==> config.mk <==
export PLATFORM = sky130hd
export DESIGN_NAME = fetch_unit
export DESIGN_NICKNAME = d
export VERILOG_FILES = /design/src/rtl/fetch_unit.sv
export SDC_FILE = /design/constraint.sdc
export NUM_CORES = 1
export LEC_CHECK = 0
export ABC_AREA = 0
export CELL_PAD_IN_SITES_DETAIL_PLACEMENT = 0
export CELL_PAD_IN_SITES_GLOBAL_PLACEMENT = 2
export CORE_ASPECT_RATIO = 0.8
export CORE_MARGIN = 4
export CORE_UTILIZATION = 27
export CTS_CLUSTER_SIZE = 28
export DETAILED_ROUTE_END_ITERATION = 8
export GPL_TIMING_DRIVEN = 0
export PLACE_DENSITY_LB_ADDON = 0.1
export SYNTH_ARGS = -nofsm -noshare
export SYNTH_HDL_FRONTEND = slang
export SYNTH_SLANG_ARGS = --single-unit
export TNS_END_PERCENT = 5
==> constraint.sdc <==
create_clock -name clk -period 7.95 [get_ports clk]
set_input_delay 1.59 -clock clk [delete_from_list [all_inputs] [get_ports clk]]
set_output_delay 1.59 -clock clk [all_outputs]
set_load 0.1 [all_outputs]
==> src/rtl/fetch_unit.sv <==
// Instruction fetch unit: IDLE/REQ/VALID fetch FSM with branch/jump next-pc selection.
// Optional fetch timeout compiled in with `define FETCH_TIMEOUT_EN.
module fetch_unit (
    input  logic        clk,
    input  logic        reset,
    output logic [31:0] imem_addr,
    output logic        imem_req,
    input  logic [31:0] imem_rdata,
    input  logic        imem_ack,
    input  logic        stall,
    input  logic        take_branch,
    input  logic        take_jump,
    output logic [31:0] instr,
    output logic [5:0]  opcode,
    output logic [31:0] pc,
    output logic [31:0] pc_plus4,
    output logic        instr_valid,
    output logic        fetch_error
);

    typedef enum logic [1:0] {
        ST_IDLE  = 2'd0,
        ST_REQ   = 2'd1,
        ST_VALID = 2'd2
    } state_t;

    state_t      state_r;
    logic [31:0] pc_r;
    logic [31:0] instr_r;
    logic        imem_req_r;
    logic        instr_valid_r;
    logic [31:0] pc_plus4_s;
    logic [31:0] next_pc_s;

    // Jump keeps the 256 MB region of the sequential address.
    function automatic logic [31:0] jump_target(input logic [31:0] seq_pc, input logic [31:0] ins);
        jump_target = {seq_pc[31:28], ins[25:0], 2'b00};
    endfunction

    function automatic logic [31:0] branch_target(input logic [31:0] seq_pc, input logic [31:0] ins);
        branch_target = seq_pc + {{14{ins[15]}}, ins[15:0], 2'b00};
    endfunction

    assign pc_plus4_s = pc_r + 32'd4;

    // Next-pc selection: jump beats branch beats sequential.
    always_comb begin
        next_pc_s = pc_plus4_s;
        if (take_jump) begin
            next_pc_s = jump_target(pc_plus4_s, instr_r);
        end else if (take_branch) begin
            next_pc_s = branch_target(pc_plus4_s, instr_r);
        end else begin
            next_pc_s = pc_plus4_s;
        end
    end

`ifdef FETCH_TIMEOUT_EN
    logic [3:0] tmo_cnt_r;
    logic       fetch_error_r;
`endif

    // Fetch FSM with registered handshake and status outputs.
    always_ff @(posedge clk) begin
        if (reset) begin
            state_r       <= ST_IDLE;
            pc_r          <= 32'h0000_0000;
            instr_r       <= 32'h0000_0000;
            imem_req_r    <= 1'b0;
            instr_valid_r <= 1'b0;
`ifdef FETCH_TIMEOUT_EN
            tmo_cnt_r     <= 4'd0;
            fetch_error_r <= 1'b0;
`endif
        end else begin
            case (state_r)
                ST_IDLE: begin
                    state_r    <= ST_REQ;
                    imem_req_r <= 1'b1;
`ifdef FETCH_TIMEOUT_EN
                    tmo_cnt_r  <= 4'd0;
`endif
                end
                ST_REQ: begin
                    if (imem_ack) begin
                        instr_r       <= imem_rdata;
                        state_r       <= ST_VALID;
                        imem_req_r    <= 1'b0;
                        instr_valid_r <= 1'b1;
                    end
`ifdef FETCH_TIMEOUT_EN
                    // Sixteenth unacknowledged cycle: deliver a NOP and flag the error.
                    else if (tmo_cnt_r == 4'd15) begin
                        instr_r       <= 32'h0000_0000;
                        state_r       <= ST_VALID;
                        imem_req_r    <= 1'b0;
                        instr_valid_r <= 1'b1;
                        fetch_error_r <= 1'b1;
                    end else begin
                        tmo_cnt_r <= tmo_cnt_r + 4'd1;
                    end
`else
                    else begin
                        state_r <= ST_REQ;
                    end
`endif
                end
                ST_VALID: begin
                    if (!stall) begin
                        pc_r          <= {next_pc_s[31:2], 2'b00};
                        state_r       <= ST_REQ;
                        imem_req_r    <= 1'b1;
                        instr_valid_r <= 1'b0;
`ifdef FETCH_TIMEOUT_EN
                        tmo_cnt_r     <= 4'd0;
`endif
                    end else begin
                        state_r <= ST_VALID;
                    end
                end
                default: begin
                    state_r       <= ST_IDLE;
                    imem_req_r    <= 1'b0;
                    instr_valid_r <= 1'b0;
                end
            endcase
        end
    end

    assign imem_addr   = pc_r;
    assign imem_req    = imem_req_r;
    assign instr       = instr_r;
    assign opcode      = instr_r[31:26];
    assign pc          = pc_r;
    assign pc_plus4    = pc_plus4_s;
    assign instr_valid = instr_valid_r;
`ifdef FETCH_TIMEOUT_EN
    assign fetch_error = fetch_error_r;
`else
    assign fetch_error = 1'b0;
`endif

endmodule

==> key figures, run 1 <==
Worst setup path
  – Required @ worst endpoint: 6.36 ns
  – Crit path max-delay family: simple AND/OR/NAND/NOR gates
  – R2r setup slk: 2.97 ns
  – Critical Path AT: 4.07 ns
  – Maximum fanout along the worst path: 8
  – Crit-path most repeated cell: nand2_1
  – CP Launch Point: imem_addr[2]
  – Worst reg2reg path depth: 18
  – Critical path depth in cells: 8
  – Critical path type: reg2out
  – CP startpoint kind: register
  – Worst path bufs/invs: 1
  – Slowest-stage cell, CP: clkdlybuf4s50_1
  – Worst reg2reg path startpoint: imem_addr[2]
  – Worst stage delay on the critical path: 1.23 ns
  – Crit path to: pc_plus4[26]
  – Worst r2r dst: imem_addr[31]
  – Crit. End Element: primary output
  – Crit-path cells: ha_1, nand4_1, nor3_2, nand2_1, nor2_1, nand2_1, xnor2_1, clkdlybuf4s50_1

Die
  – Die Wd: ~160 um
  – CORE AREA: 19100 um2
  – Total die area: 21900 um2
  – Num rows: 45
  – Die Y: approximately 130 um
  – Initial Util: roughly 28%
  – Num ports: 175

Synth
  – Most used DFF post-synth: dfxtp_1
  – Post-synthesis sequential area ratio: approximately a quarter
  – Yosys warns: 0
  – Yosys top cell area share: between 20 and 25%
  – Post-synth ARST share: 0%
  – Synthesized instance count: 730
  – Synth area leaders: dfxtp_1, nand2_1, a21oi_1
  – Cell taking the most area after synthesis: dfxtp_1
  – Post-synth EDFFs: 0
  – Distinct cell type count after synthesis: 58
  – Synth Area per Inst: 7.25 um2
  – Cell area after synthesis: 5300 um2
  – Yosys reg bits: 66

Route
  – WL per Instance: 18.6 um
  – Via Count: 5758
  – Vias per cell: 4.90
  – Drt first pass iters: 5
  – Detailed Route WL: 21.9 mm
  – Remaining DRCs: 0
  – Routed Antenna Nets: 0
  – Initial DRC Count: approximately 330

Timing
  – Count of final setup violators: 0
  – Max Slew Vio Count: 0
  – Tcrit/Tclk final: 71.2%
  – Max frequency: roughly 180 MHz
  – Final setup margin: 2.29 ns
  – Clock skew: 0.00608 ns
  – Fin crit period: ~5.7 ns
  – Setup TNS: 0 ns
  – Slew Limit Headroom: 25.3%
  – Hold_ws: roughly 0.48 ns
  – Slew of the pin with the lowest slew margin: 1.12 ns
  – Final Hold Vio Count: 0
  – RSZ-0062 raised after global routing: false

Clock network
  – Post-CTS setup buffer count: 0
  – Clk root buf: clkbuf_16
  – Cts repair resizes: 0
  – Clk_lat worst skew: 0.33 ns
  – H-Tree Depth: 3
  – Number of buffers created by CTS: 9
  – Clock transition at path regs: 0.06 ns
  – Sink Count: 66
  – Clock Tree Buf Depth: 2
  – Hold-fix buffers, CTS: 0
  – CTS tree: done

Layout
  – Utilization after layout: about two fifths
  – Commonest non-fill, non-tap cells in the layout: clkdlybuf4s50_1, nand2_1, a21oi_1
  – Fin area: 7590 um2
  – ANT cells: 0
  – NumNets Final: just under 1000
  – Commonest non-fill, non-tap cell in the layout: clkdlybuf4s50_1
  – Share of layout cells above drive strength 1: approximately 7.9%
  – Post-route insts no fill: between 1000 and 1500
  – P&R area growth vs syn: 43.3%

Power and ir drop
  – Leakage: 3.00 nW
  – Total Power: 1.05 mW
  – Power Density: about 140 nW/um2
  – Max IR drop VDD: slightly below 0.0001 V

Placed design
  – IO buf count: 165
  – Cells after DPL: about 1200
  – Final HPWL DP: 17.4 mm
  – Pre-CTS WS: 2.71 ns
  – Area after DPL: 7290 um2
  – Placer Congestion: 0.846

Hold path
  – Hold crit path type: reg2reg
  – Hold path depth: 2

Job
  – Maxcap violations: 0

GRT
  – First-pass GRT wire length: 33.1 mm
  – Number of global-route vias before repair: about 5500
  – Global-route usage over all layers: about a fifth
  – Total gr overflow: 0
  – Initial antenna violation count: 3
  – Largest net degree at the start of global routing: 25

Outcome
  – Status: finished clean
[area by class of cell]
type | count | area (um2)
buffer | 78 | 455
clock buffer | 9 | 225
clock inverter | 7 | 70.1
fill | 2043 | 11600
inverter | 10 | 37.5
multi-input combinational | 582 | 3500
sequential | 66 | 1320
tap | 258 | 323
timing repair buffer | 165 | 1650
[layer usage]
metal | GRT usage (%) | vias up | wire length (um)
met1 | 29.6 | 2686 | 11100
met2 | 28.2 | 179 | 9120
li1 | - | 2873 | -
met5 | 0 | - | 40
met4 | 3.14 | 6 | 133
met3 | 4.48 | 14 | 1480
[report_power, final]
| part | switching, mW | leakage (nW) | internal (mW) | total [mW] |
|---|---|---|---|---|
| sequential | 0.0185 | 0.536 | 0.342 | 0.361 |
| combinational | 0.212 | 2.32 | 0.0790 | 0.291 |
| clock | 0.158 | 0.145 | 0.242 | 0.400 |
[tightest hold or removal path, stage by stage (launching register included)]
cell and delay [ns]:
dfxtp_1 0.33, nand2_1 0.06, a21oi_1 0.05
[Yosys cell counts (11+ instances only)]
cell / instances
a211oi_1: 16
a21o_1: 15
a21oi_1: 92
buf_4: 43
clkbuf_1: 31
dfxtp_1: 66
ha_1: 36
nand2_1: 127
nand2b_1: 11
nand3_1: 15
nor2_1: 67
o21ai_0: 36
xnor2_1: 35
xor2_1: 16
[how the worst min path moves through the flow]
| stage | startpoint | endpoint | slack [ns] |
|---|---|---|---|
| floorplan | state_r[0] | imem_req | 0.56 |
| global placement | instr[27] | instr[27] | 0.46 |
| detailed placement | instr[27] | instr[27] | 0.47 |
| CTS | instr[30] | instr[30] | 0.48 |
| global route | instr[29] | instr[29] | 0.51 |
| finish | instr[30] | instr[30] | 0.48 |
[registers in the layout, indices dropped and copies added (netlist names)]
register and cells:
instr 32, imem_req 1, imem_addr 30, state_r 2, instr_valid 1
[cell families (layout without fill, tap and decap cells)]
logic type	count (synthesis)	count (layout)	synth area share [%]
AOI/OAI and AO/OA	209	209	24.1
and+or+nand+nor	272	272	23.1
xor gates and xnor gates	51	51	8.44
muxes	6	6	1.16
adders and majority gates	37	37	8.88
other	1	7	0.0708
DFF	66	66	25.0
buffers and inverters	88	269	9.31
Power figures use the tool's default switching activity.
==> run 2, diff against run 1 <==
--- a/config.mk
+++ b/config.mk
@@ -10,7 +10,7 @@
 export CELL_PAD_IN_SITES_GLOBAL_PLACEMENT = 2
 export CORE_ASPECT_RATIO = 0.8
 export CORE_MARGIN = 4
-export CORE_UTILIZATION = 27
+export CORE_UTILIZATION = 23
 export CTS_CLUSTER_SIZE = 28
 export DETAILED_ROUTE_END_ITERATION = 8
 export GPL_TIMING_DRIVEN = 0
==> constraint.sdc (replaced) <==
create_clock -name clk -period 4.55 [get_ports clk]
set_input_delay 0.91 -clock clk [delete_from_list [all_inputs] [get_ports clk]]
set_output_delay 0.91 -clock clk [all_outputs]
set_load 0.1 [all_outputs]
==> key figures, run 2 (synthesis results as in run 1) <==
Route
  – Via Count: 5751 (-0.12%)
  – Initial DRC Count: 293 (-10%)
  – WL per Instance: 19.2 um (+3.0%)
  – Detailed Route WL: 23.5 mm (+7.3%)
  – Drt first pass iters: 5 (unchanged)
  – Vias per cell: 4.70 (-4.1%)
  – Routed Antenna Nets: 0 (unchanged)
  – Remaining DRCs: 0 (unchanged)

Worst setup path
  – Crit-path most repeated cell: and3_1
  – Worst stage delay on the critical path: 0.85 ns (-0.38 ns)
  – Slowest-stage cell, CP: clkdlybuf4s15_1
  – Crit-path cells: and3_1, nand3_2, or2_4, nor4_4, and3_1, xor2_4, clkdlybuf4s15_1
  – Maximum fanout along the worst path: 8 (unchanged)
  – Critical path depth in cells: 7 (-1)
  – Critical Path AT: 3.43 ns (-0.64 ns)
  – Worst path bufs/invs: 1 (unchanged)
  – Critical path type: reg2out
  – Crit path max-delay family: simple AND/OR/NAND/NOR gates
  – Worst reg2reg path depth: 17 (-1)
  – Crit. End Element: primary output
  – CP startpoint kind: register
  – Required @ worst endpoint: 3.64 ns (-2.72 ns)
  – Worst reg2reg path startpoint: imem_addr[2]
  – CP Launch Point: imem_addr[2]

Job
  – Maxcap violations: 0 (unchanged)

Layout
  – P&R area growth vs syn: 51.6%
  – Utilization after layout: 35.6% (-4.1 points)
  – Post-route insts no fill: 1224 (+4.2%)
  – ANT cells: 0 (unchanged)
  – Share of layout cells above drive strength 1: 13.4% (+5.5 points)
  – Fin area: 8030 um2 (+5.8%)
  – Commonest non-fill, non-tap cells in the layout: clkdlybuf4s50_1, nand2_1, a21oi_1
  – Max FFs per register: 32 (unchanged)
  – Commonest non-fill, non-tap cell in the layout: clkdlybuf4s50_1
  – NumNets Final: 988 (+0.10%)

Die
  – Total die area: 25500 um2 (+16%)
  – CORE AREA: 22600 um2 (+18%)
  – Num rows: 49 (+8.9%)
  – Die Wd: 178 um (+7.9%)
  – Die Y: 144 um (+7.8%)
  – Num ports: 175 (unchanged)
  – Initial Util: 23.5% (-4.2 points)

Clock network
  – Clk_lat worst skew: 0.34 ns (about the same)
  – Clock transition at path regs: 0.06 ns (about the same)
  – H-Tree Depth: 3 (unchanged)
  – Clock Tree Buf Depth: 2 (unchanged)
  – CTS tree: done
  – Hold-fix buffers, CTS: 0 (unchanged)
  – Clk root buf: clkbuf_16
  – Sink Count: 66 (unchanged)
  – Number of buffers created by CTS: 9 (unchanged)

Placed design
  – Cells after DPL: 1207 (+4.1%)
  – Placer Congestion: 0.861 (+1.8%)
  – Area after DPL: 7700 um2 (+5.7%)
  – IO buf count: 165 (unchanged)
  – Pre-CTS WS: -0.216 ns (-2.93 ns)
  – Final HPWL DP: 18.5 mm (+6.5%)

Timing
  – Final setup margin: 0.211 ns (-2.08 ns)
  – RSZ-0062 raised after global routing: false
  – Max Slew Vio Count: 0 (unchanged)
  – Final Hold Vio Count: 0 (unchanged)
  – Fin crit period: 4.34 ns
  – Count of final setup violators: 0 (unchanged)
  – Clock skew: 0.00696 ns (+0.000873 ns)
  – Slew Limit Headroom: 27.3% (+2.0 points)
  – Max frequency: 230 MHz
  – Tcrit/Tclk final: roughly 95%
  – Hold_ws: 0.472 ns (-0.0114 ns)
  – Slew of the pin with the lowest slew margin: 1.09 ns (-0.0293 ns)

GRT
  – Initial antenna violation count: 2 (-1)
  – Largest net degree at the start of global routing: 25 (unchanged)
  – Total gr overflow: 0 (unchanged)
  – Number of global-route vias before repair: 5698 (+2.9%)
  – Global-route usage over all layers: 18.3% (-1.2 points)
  – First-pass GRT wire length: 35.1 mm (+6.1%)

Power and ir drop
  – Leakage: 3.23 nW (+7.8%)
  – Power Density: 228 nW/um2 (+64%)
  – Max IR drop VDD: 0.000177 V (+84%)

Hold path
  – Hold path depth: 2 (unchanged)
  – Hold crit path type: reg2reg
  – HP Start: instr[31]

Outcome
  – Status: finished clean
## run 2: changes by cell type in the layout (fill, tap and decap cells not counted), sizes merged
cell,before,now
clkdlybuf4s50,165,156
buf,47,49
dlygate4sd2,0,6
inv,10,11
clkbuf,40,41
clkdlybuf4s15,0,3
bufinv,1,0
clkinv,5,3
## run 2: final cells by class
cell class / instances / area (um2)
clock inverters: 5 / 36.3
flip-flops and latches: 66 / 1380
inverters: 10 / 37.5
fillers: 2464 / 14500
repair buffers: 167 / 1660
multi-input cells: 582 / 3830
clock buffers: 11 / 254
well taps: 306 / 383
plain buffers: 77 / 452
## run 2: timing repair
action | 4_1_cts | 5_1_grt
buffers inserted | 1 | 1
gates resized for setup | 14 | 4
endpoints found under the setup margin | 13 | 11
pin swaps | 2 | 2
## run 2: through the flow
stage	power (mW)	setup TNS (ns)
after global placement	1.15	-0.514
final	1.83	0
after global routing	1.90	0
after detailed placement	1.15	-0.313
after floorplan	0.998	-0.0847
after CTS	1.85	-0.0357
## run 2: layer usage
layer | share of wire [%] | track usage [%] | up-vias
li1 | - | - | 2872
met2 | 42 | 27.0 | 170
met4 | 0.80 | 3.50 | 4
met5 | 0.098 | 0 | -
met3 | 6.3 | 4.39 | 17
met1 | 51 | 27.1 | 2688
## run 2: where the power goes
group / switching (mW) / internal [mW] / total [mW] / leakage (nW)
Clock: 0.286 / 0.404 / 0.690 / 0.141
Sequential: 0.0344 / 0.592 / 0.626 / 0.549
Combinational: 0.370 / 0.140 / 0.510 / 2.54
Total: 0.691 / 1.14 / 1.83 / 3.23
## run 2: path summary, 6_finish.rpt
path	endpoint	slack [ns]
worst max-delay path	pc_plus4[29]	0.21
worst min-delay path	instr[31]	0.47
worst max register to register	imem_addr[31]	0.31
worst min register to register	instr[31]	0.47
## run 2: worst register-to-register path, delay by kind of cell, from the launching register on
family,cells,cell delay [ns]
compound gates,8,1.55
xor+xnor,1,0.18
fa+ha+maj,2,0.61
buf+inv,1,0.19
flops,1,0.39
mux,1,0.35
simple gates,4,0.86
